**config.mk**
```make
export PLATFORM = sky130hd
export DESIGN_NAME = add_issue_sched
export DESIGN_NICKNAME = d
export VERILOG_FILES = /design/src/rtl/add_issue_sched_pkg.sv /design/src/rtl/add_issue_sched_age_select.sv /design/src/rtl/add_issue_sched.sv
export SDC_FILE = /design/constraint.sdc
export NUM_CORES = 1
export LEC_CHECK = 0
export CAP_MARGIN = 20
export CELL_PAD_IN_SITES_DETAIL_PLACEMENT = 1
export CELL_PAD_IN_SITES_GLOBAL_PLACEMENT = 1
export CORE_ASPECT_RATIO = 0.9
export CORE_UTILIZATION = 29
export DETAILED_ROUTE_END_ITERATION = 16
export GPL_ROUTABILITY_DRIVEN = 1
export PLACE_DENSITY_LB_ADDON = 0.1
export SLEW_MARGIN = 20
export SYNTH_ARGS = -nofsm -noshare
export SYNTH_HDL_FRONTEND = slang
export SYNTH_SLANG_ARGS = --single-unit
```
**constraint.sdc**
```tcl
create_clock -name clk -period 18 [get_ports clk]
set_clock_uncertainty 0.15 [all_clocks]
set_input_delay 3.6 -clock clk [delete_from_list [all_inputs] [get_ports clk]]
set_output_delay 3.6 -clock clk [all_outputs]
set_load 0.03 [all_outputs]
```
**src/rtl/add_issue_sched_pkg.sv**
```systemverilog
// Shared types for the add/sub/branch issue scheduler.
// Latency: n/a (types, constants and a pure age helper only).
// Backpressure: n/a.
//
// Contents:
//   N_ENTRIES, ROB_W, XLEN  sizing constants shared by scheduler and bench
//   add_rs_entry_t          reservation-station payload {rs1, rs2, rob, ALUop, load, branch_type}
//   add_sched_state_t       scheduler FSM states
//   rob_age()               distance of a ROB tag from rob_head, mod 2**ROB_W
package add_issue_sched_pkg;

    localparam int N_ENTRIES = 4;
    localparam int ROB_W     = 4;
    localparam int XLEN      = 32;

    typedef struct packed {
        logic [XLEN-1:0]  rs1;
        logic [XLEN-1:0]  rs2;
        logic [ROB_W-1:0] rob;
        logic             ALUop;
        logic             load;
        logic [1:0]       branch_type;
    } add_rs_entry_t;

    typedef enum logic [1:0] {
        IDLE  = 2'd0,
        ISSUE = 2'd1,
        BUSY  = 2'd2
    } add_sched_state_t;

    // Unsigned modular distance from the ROB head: 0 is the oldest in flight.
    function automatic logic [ROB_W-1:0] rob_age(input logic [ROB_W-1:0] tag,
                                                 input logic [ROB_W-1:0] head);
        return tag - head;
    endfunction

endpackage

```
**src/rtl/add_issue_sched_age_select.sv**
```systemverilog
// Oldest-ready picker: one-hot winner among requesting entries by ROB age.
// Latency: purely combinational.
// Backpressure: none; the caller decides whether the winner is consumed.
//
// Ports:
//   req        in   N_ENTRIES           entries eligible this cycle
//   tags       in   N_ENTRIES x ROB_W   ROB tag of each entry
//   head       in   ROB_W               current ROB head
//   winner     out  N_ENTRIES           one-hot oldest requester (0 when none)
//   any_valid  out  1                   at least one entry is requesting
module add_issue_sched_age_select
    import add_issue_sched_pkg::*;
(
    input  logic [N_ENTRIES-1:0]            req,
    input  logic [N_ENTRIES-1:0][ROB_W-1:0] tags,
    input  logic [ROB_W-1:0]                head,
    output logic [N_ENTRIES-1:0]            winner,
    output logic                            any_valid
);

    logic [ROB_W-1:0] best_age;
    logic [ROB_W-1:0] age;
    logic             found;

    // Linear scan with a strict less-than: on an (illegal) age tie the
    // lower index is kept.
    always_comb begin
        winner   = '0;
        best_age = '1;
        age      = '0;
        found    = 1'b0;
        for (int i = 0; i < N_ENTRIES; i++) begin
            age = rob_age(tags[i], head);
            if (req[i] && (!found || (age < best_age))) begin
                winner    = '0;
                winner[i] = 1'b1;
                best_age  = age;
                found     = 1'b1;
            end
        end
    end

    assign any_valid = |req;

endmodule

```
**src/rtl/add_issue_sched.sv**
```systemverilog
// Issue scheduler: grants the oldest ready add RS entry and drives one valid_in pulse into the unit.
// Latency: grant at t, fu_valid_in at t+1; next grant at yumi+1 (or at yumi with ADD_ISSUE_BYPASS_EN).
// Backpressure: holds in BUSY until cdb_yumi drains the unit; no grant while ISSUE/BUSY.
//
// Optional feature macro: ADD_ISSUE_BYPASS_EN -- grant again in the yumi cycle for 2-cycle issue.
// Ports:
//   clk, reset        clock, synchronous active-high reset
//   entry_req         per-entry ready request
//   entries           per-entry payload (add_rs_entry_t)
//   rob_head          oldest in-flight ROB tag
//   flush             mispredict squash (kills a pending ISSUE, ignored in BUSY)
//   cdb_yumi          CDB accepted the unit's result
//   grant             one-hot, single-cycle; RS frees that entry
//   fu_valid_in, fu_rs1, fu_rs2, fu_rob_entry, fu_ALUop, fu_load, fu_branch_type
//                     issue bundle into the functional unit
//   fu_busy           scheduler not idle
module add_issue_sched
    import add_issue_sched_pkg::*;
(
    input  logic                          clk,
    input  logic                          reset,
    input  logic [N_ENTRIES-1:0]          entry_req,
    input  add_rs_entry_t [N_ENTRIES-1:0] entries,
    input  logic [ROB_W-1:0]              rob_head,
    input  logic                          flush,
    input  logic                          cdb_yumi,
    output logic [N_ENTRIES-1:0]          grant,
    output logic                          fu_valid_in,
    output logic [XLEN-1:0]               fu_rs1,
    output logic [XLEN-1:0]               fu_rs2,
    output logic [ROB_W-1:0]              fu_rob_entry,
    output logic                          fu_ALUop,
    output logic                          fu_load,
    output logic [1:0]                    fu_branch_type,
    output logic                          fu_busy
);

    add_sched_state_t                state;
    add_rs_entry_t                   payload_q;
    add_rs_entry_t                   win_entry;
    logic [N_ENTRIES-1:0]            winner;
    logic                            any_valid;
    logic [N_ENTRIES-1:0][ROB_W-1:0] tags;
    logic                            issue_slot;
    logic                            issue_now;

    always_comb begin
        tags = '0;
        for (int i = 0; i < N_ENTRIES; i++) begin
            tags[i] = entries[i].rob;
        end
    end

    add_issue_sched_age_select u_age_select (
        .req       (entry_req),
        .tags      (tags),
        .head      (rob_head),
        .winner    (winner),
        .any_valid (any_valid)
    );

    // The bypass slot is safe: the unit is drained by yumi at the edge that
    // also moves us into ISSUE, so the new valid_in lands one cycle after yumi.
`ifdef ADD_ISSUE_BYPASS_EN
    assign issue_slot = (state == IDLE) || ((state == BUSY) && cdb_yumi);
`else
    assign issue_slot = (state == IDLE);
`endif

    // Grant is decided in the same cycle the RS presents its requests, so the
    // RS can free the entry at the following edge; reset and flush veto it.
    assign issue_now = issue_slot && any_valid && !flush && !reset;
    assign grant     = issue_now ? winner : '0;

    // winner is one-hot (or zero), so a priority mux is exact.
    always_comb begin
        win_entry = '0;
        for (int i = 0; i < N_ENTRIES; i++) begin
            if (winner[i]) begin
                win_entry = entries[i];
            end
        end
    end

    always_ff @(posedge clk) begin
        if (reset) begin
            state     <= IDLE;
            payload_q <= '0;
        end else begin
            unique case (state)
                IDLE: begin
                    if (issue_now) begin
                        state     <= ISSUE;
                        payload_q <= win_entry;
                    end
                end
                ISSUE: begin
                    // A flush squashes the granted op before the unit sees it.
                    state <= flush ? IDLE : BUSY;
                end
                BUSY: begin
                    // flush is deliberately ignored: the unit must drain via yumi.
                    if (cdb_yumi) begin
                        if (issue_now) begin
                            state     <= ISSUE;
                            payload_q <= win_entry;
                        end else begin
                            state <= IDLE;
                        end
                    end
                end
                default: state <= IDLE;
            endcase
        end
    end

    // Payload registers only change on a grant; fu_valid_in qualifies them.
    assign fu_valid_in    = (state == ISSUE) && !flush && !reset;
    assign fu_rs1         = payload_q.rs1;
    assign fu_rs2         = payload_q.rs2;
    assign fu_rob_entry   = payload_q.rob;
    assign fu_ALUop       = payload_q.ALUop;
    assign fu_load        = payload_q.load;
    assign fu_branch_type = payload_q.branch_type;
    assign fu_busy        = (state != IDLE);

endmodule

```
After elaboration in Yosys (flattened, before gate mapping)
Cells that the tools add are included.
- bits in registers: 74
- word-level logic and storage cells: 63
- output and inout bits: 78
- input port bits: 300
- eq/ne operators: 4
- order comparisons: 3
- add/subtract/negate cells: 4
- reduce and logical (&&, ||, !) cells: 22
- muxes and demuxes: 23
- operators by type and width (kind ; number):
    $mux W72 ; 6
    $pmux W72 S2 ; 1
    $mux W4 ; 7
    $sub A4 B4 Y4 ; 4
    $lt A4 B4 Y1 ; 3
    $logic_and A1 B1 Y1 ; 8
    $mux W2 ; 3
    $pmux W2 S3 ; 1
    $logic_not A1 Y1 ; 5
    $mux W1 ; 5
    $reduce_and A2 Y1 ; 2
    $reduce_bool A2 Y1 ; 2
    $reduce_or A4 Y1 ; 1
    $logic_or A1 B1 Y1 ; 3
    $eq A2 B1 Y1 const B ; 1
    $eq A2 B2 Y1 const B ; 1
    $logic_not A2 Y1 ; 1
    $ne A2 B1 Y1 const B ; 1
    $ne A2 B2 Y1 const B ; 1

Depth between registers and ports, before layout
- word-level depth: 21
- gate-level depth with buffers: 33
- depth with buffers taken out: 27

Modules after synthesis
A second synthesis with hierarchy kept.
- cells, all modules: 829
- area, all modules: 6889.1 µm²
- modules (own cells, without submodules) (module ; instances ; area each (µm²) ; cells each ; seq. area each (µm²)):
    add_issue_sched ; 1 ; 5690.5 ; 680 ; 1481.4
    add_issue_sched_age_select ; 1 ; 1198.6 ; 149 ; 0.0

Worst setup path before layout
OpenSTA, ideal clock, no wires.
- kind: input port to output port
- from: in entries[4] (netlist name)
- to: out grant[0]
- data required time: 14.250 ns
- arrival: 9.354 ns
- slack: 4.896 ns
- stages: 30
- path through: inv_1 ha_1 inv_1 fa_1 nor2_1 ha_1 a21oi_1 maj3_1 o31ai_2 o21a_1 buf_6 buf_4 mux2_2 ha_1 nand3_1 a21oi_1 o211ai_1 o211ai_2 buf_4 buf_4 o21ai_0 ha_1 a2111oi_0 nand2_1 a21oi_1 o211ai_1 o31a_1 o211ai_2 buf_2 nor4_1
- word-level cells in the longest chain between the ends: 15
- elaborated cells on any way between the ends: 21
- those cells by class: add/sub: 1; order compare: 3; mux: 9; reduce/logical: 8
- RTL lines (item ; line ; RTL):
    start, declared ; add_issue_sched.sv:23 ; input add_rs_entry_t [N_ENTRIES-1:0] entries,
    $sub A4 B4 Y4 * ; add_issue_sched_pkg.sv:34 ; return tag - head;
    $mux W4 * ; add_issue_sched_age_select.sv:34 ; if (req[i] && (!found || (age < best_age))) begin
    $lt A4 B4 Y1 ; add_issue_sched_age_select.sv:34 ;
    $logic_or A1 B1 Y1 ; add_issue_sched_age_select.sv:34 ;
    $logic_and A1 B1 Y1 ; add_issue_sched_age_select.sv:34 ;
    $mux W4 or $mux W1 (tied branches) ; add_issue_sched_age_select.sv:34 ;
    $lt A4 B4 Y1 or $logic_not A1 Y1 (tied branches) ; add_issue_sched_age_select.sv:34 ;
    $logic_or A1 B1 Y1 ; add_issue_sched_age_select.sv:34 ;
    $logic_and A1 B1 Y1 ; add_issue_sched_age_select.sv:34 ;
    $mux W4 or $mux W1 (tied branches) ; add_issue_sched_age_select.sv:34 ;
    $lt A4 B4 Y1 or $logic_not A1 Y1 (tied branches) ; add_issue_sched_age_select.sv:34 ;
    $logic_or A1 B1 Y1 ; add_issue_sched_age_select.sv:34 ;
    $logic_and A1 B1 Y1 ; add_issue_sched_age_select.sv:34 ;
    $mux W4 * ; add_issue_sched_age_select.sv:34 ;
    $mux W4 * ; add_issue_sched.sv:73 ; assign grant = issue_now ? winner : '0;
    end, declared ; add_issue_sched.sv:27 ; output logic [N_ENTRIES-1:0] grant,
Every way passes the cells marked *; elsewhere a longest branch is shown, timed or not.

Final worst setup path
- from: in rob_head[0]
- to: out grant[1]
- word-level cells in the longest chain between the ends: 15
- elaborated cells on any way between the ends: 24
- those cells by class: add/sub: 4; order compare: 3; mux: 9; reduce/logical: 8
- RTL lines (item ; line ; RTL):
    start, declared ; add_issue_sched.sv:24 ; input logic [ROB_W-1:0] rob_head,
    $sub A4 B4 Y4 ; add_issue_sched_pkg.sv:34 ;
    $mux W4 ; add_issue_sched_age_select.sv:34 ;
    $lt A4 B4 Y1 ; add_issue_sched_age_select.sv:34 ;
    $logic_or A1 B1 Y1 ; add_issue_sched_age_select.sv:34 ;
    $logic_and A1 B1 Y1 ; add_issue_sched_age_select.sv:34 ;
    $mux W4 or $mux W1 (tied branches) ; add_issue_sched_age_select.sv:34 ;
    $lt A4 B4 Y1 or $logic_not A1 Y1 (tied branches) ; add_issue_sched_age_select.sv:34 ;
    $logic_or A1 B1 Y1 ; add_issue_sched_age_select.sv:34 ;
    $logic_and A1 B1 Y1 ; add_issue_sched_age_select.sv:34 ;
    $mux W4 or $mux W1 (tied branches) ; add_issue_sched_age_select.sv:34 ;
    $lt A4 B4 Y1 or $logic_not A1 Y1 (tied branches) ; add_issue_sched_age_select.sv:34 ;
    $logic_or A1 B1 Y1 ; add_issue_sched_age_select.sv:34 ;
    $logic_and A1 B1 Y1 ; add_issue_sched_age_select.sv:34 ;
    $mux W4 * ; add_issue_sched_age_select.sv:34 ;
    $mux W4 * ; add_issue_sched.sv:73 ;
Marks and branches as above.

==> flow_metrics.py <==
metrics = {
    "power_and_ir_drop": {
        "irDropWorstVdd_uv": 58.3,
        "power_density_nw_per_um2": 91.9,
        "leakage_nw": 4.75,
    },
    "yosys": {
        "synth_top_area_cell": "dfxtp_1",
        "ys_ff_latch": 74,
        "seq_area_frac_synth_pct": 22.5,
        "yosysWarnings": 0,
        "syn-num-nets": 1103,
        "synth_top_area_share_pct": 22.5,
        "syn_avg_cell_area_um2": 8.44,
        "netlist_top_cells_area": "dfxtp_1 23%, mux2i_1 22%, o211ai_2 9.7%",
        "synth_edf_count": 0,
        "synth_area_um2": 6580,
        "ys_async_sr_fraction_pct": 0,
        "netlist_instances": 780,
        "ys_types": 49,
        "yosys_most_used_dff": "dfxtp_1",
    },
    "cells_and_area": {
        "fillerInstances": 2571,
        "nets": 1430,
        "drive_gt1_share_pct": 8.01,
        "most-common-layout-cells": "376 x clkdlybuf4s50_1, 149 x nand2_1, 146 x mux2i_1",
        "area_delta_synth_final_pct": 63.9,
        "final_cells": 1403,
        "layout_commonest_cell": "clkdlybuf4s50_1",
        "final_cell_area_um2": 10800,
    },
    "setup_path": {
        "critPathCaptureType": "output port",
        "critPathTopFamily": "compound AO/OA/AOI/OAI gates",
        "path_class": "input pin to output port",
        "r2r-start": "state[0]",
        "worstPathArrival_ns": 11.34,
        "startpoint_type": "input pin",
        "critPathMaxFanout": 39,
        "r2r_slack_ns": 15.88,
        "worstReg2RegEnd": "fu_rs2[29]",
        "max_stage_delay_ns": 0.69,
        "required_ns": 14.25,
        "crit_buf_inv": 4,
        "slowest_stage": "o21a_4",
        "r2r.worst_path.cells": 6,
    },
    "hold_path": {
        "hold_path_startpoint": "fu_rs2[0]",
        "hold_depth": 2,
        "whs_endpoint": "fu_rs2[0]",
        "min_path_type": "flip-flop to flip-flop",
    },
    "placed_design": {
        "dp_cells": 1387,
        "place_congestion": 0.798,
        "placed_area_um2": 10500,
        "port_buffers": 377,
        "dpl.hpwl_mm": 20.3,
    },
    "global_routing": {
        "track_usage_pct": 23.0,
        "grt_pass1_wl_mm": 41.8,
        "grt_max_degree": 82,
        "grt_pass1_vias": 7307,
        "grt_overflow": 0,
        "antenna_found_initial": 2,
    },
    "cts": {
        "clkLatencyLatePin_ns": 0.33,
        "clk_pin_slew_ns": 0.06,
        "cts_tree": "built",
        "numCtsBuffers": 9,
        "cts_root_buf": "clkbuf_16",
        "cts-resized-gates": 0,
        "cts_hold_buf": 0,
        "clock_path_buffers": 2,
        "clkSinkCount": 74,
        "cts_setup_buffers": 0,
        "cts_htree_levels": 3,
    },
    "route": {
        "dr.pass1.iters": 4,
        "drcViolationCount": 0,
        "wl_per_cell_um": 19.5,
        "viasPerCell": 4.99,
        "vias": 6996,
        "ant_nets": 0,
        "dr.first_iter.drc_count": 196,
        "routed_wl_mm": 27.3,
    },
    "timing": {
        "report.final.slew_viol_count": 0,
        "hold_viol_final": 0,
        "period_needed_ns": 15.09,
        "rsz0062_at_grt": "false",
        "whs_ns": 0.324,
        "timing.slew.headroom_pct": 37.5,
        "setup_viol": 0,
        "tns_ns": 0,
        "fmax_ghz": 0.0663,
        "min_period_over_period_pct": 83.8,
        "worst_pin_slew_ns": 0.937,
    },
    "floorplan": {
        "fp.coreArea_um2": 22000,
        "io-pin-count": 378,
        "rows": 51,
        "dieArea_um2": 23300,
        "dieHeight_um": 145,
        "die_x_um": 161,
        "start_util_pct": 30.0,
    },
    "run_status": {
        "status": "complete, no violations",
    },
    "run": {
        "maxCapViolCount": 0,
    },
}
==> power by group <==
group	internal (W)	leakage, nW	switching, W
sequential	0.000204	0.608	0.0000212
combinational	0.000239	3.98	0.000321
clock	0.000135	0.163	0.0000717
==> synthesized netlist by cell type, types with 2 or more instances <==
master	count
mux2i_1	146
xor2_1	6
fa_1	4
buf_4	12
ha_1	19
buf_2	21
o2111ai_1	72
xnor2_1	8
o211ai_1	26
o211ai_2	51
inv_1	90
clkbuf_1	31
o21ai_0	5
a21oi_1	10
nand2_1	150
nor4_1	2
o21a_1	2
dfxtp_1	74
a21o_1	4
buf_6	7
nor2_1	12
==> area by class of cell <==
class | instances | area (um^2) | area share [%]
Clock buffer | 10 | 229 | 2.12
Antenna cell | 1 | 2.50 | 0.0232
Inverter | 90 | 338 | 3.13
Sequential cell | 74 | 1480 | 13.7
Tap cell | 291 | 364 | 3.37
Timing Repair Buffer | 388 | 3850 | 35.7
Clock inverter | 5 | 104 | 0.963
Multi-Input combinational cell | 544 | 4420 | 41.0
==> worst min-delay path, delay by kind of cell (launching register included) <==
family	cells	cell delay (ns)
DFF	1	0.32
and+or+nand+nor	1	0.06
AOI/OAI and AO/OA	1	0.06
==> state kept, by name, indices dropped and copies added, names as in the netlist <==
register,cells
fu_branch_type,2
state,2
fu_rs1,32
fu_rs2,32
fu_ALUop,1
fu_rob_entry,4
fu_load,1
==> stage by stage <==
stage | setup WS, ns | power, W | util, %
2_1_floorplan | 4.90 | 0.000576 | -
3_3_place_gp | 3.03 | 0.000789 | 47.6
3_5_place_dp | 2.82 | 0.000796 | 47.6
4_1_cts | 2.81 | 0.00101 | 49.1
5_1_grt | 2.52 | 0.00105 | 49.2
6_report | 2.91 | 0.000992 | 49.2
==> worst max path at each step <==
stage	start	slack, ns	endpoint	cells after the start
after global routing	rob_head[0]	2.52	grant[1]	28
after CTS	rob_head[0]	2.81	grant[1]	27
final	rob_head[0]	2.91	grant[1]	28
after detailed placement	rob_head[0]	2.82	grant[1]	27
after global placement	rob_head[0]	3.03	grant[1]	27
after floorplan	entries[4]	4.90	grant[0]	30
==> cells by family after synthesis <==
| kind of cell | count (synthesis) | synth area share [%] |
|---|---|---|
| compound gates | 187 | 26.9 |
| flops | 74 | 22.5 |
| mux | 147 | 22.4 |
| buf+inv | 162 | 11.2 |
| simple gates | 172 | 10.2 |
| fa+ha+maj | 24 | 4.98 |
| xor+xnor | 14 | 1.86 |
==> metal layers <==
layer | up-vias | track usage (%) | part of all wire, %
met2 | 236 | 40.8 | 49
li1 | 3466 | - | -
met3 | 23 | 7.09 | 7.7
met5 | - | 0 | 0.048
met1 | 3269 | 26.9 | 42
met4 | 2 | 5.24 | 1.2
(Power assumes the default switching activity.)
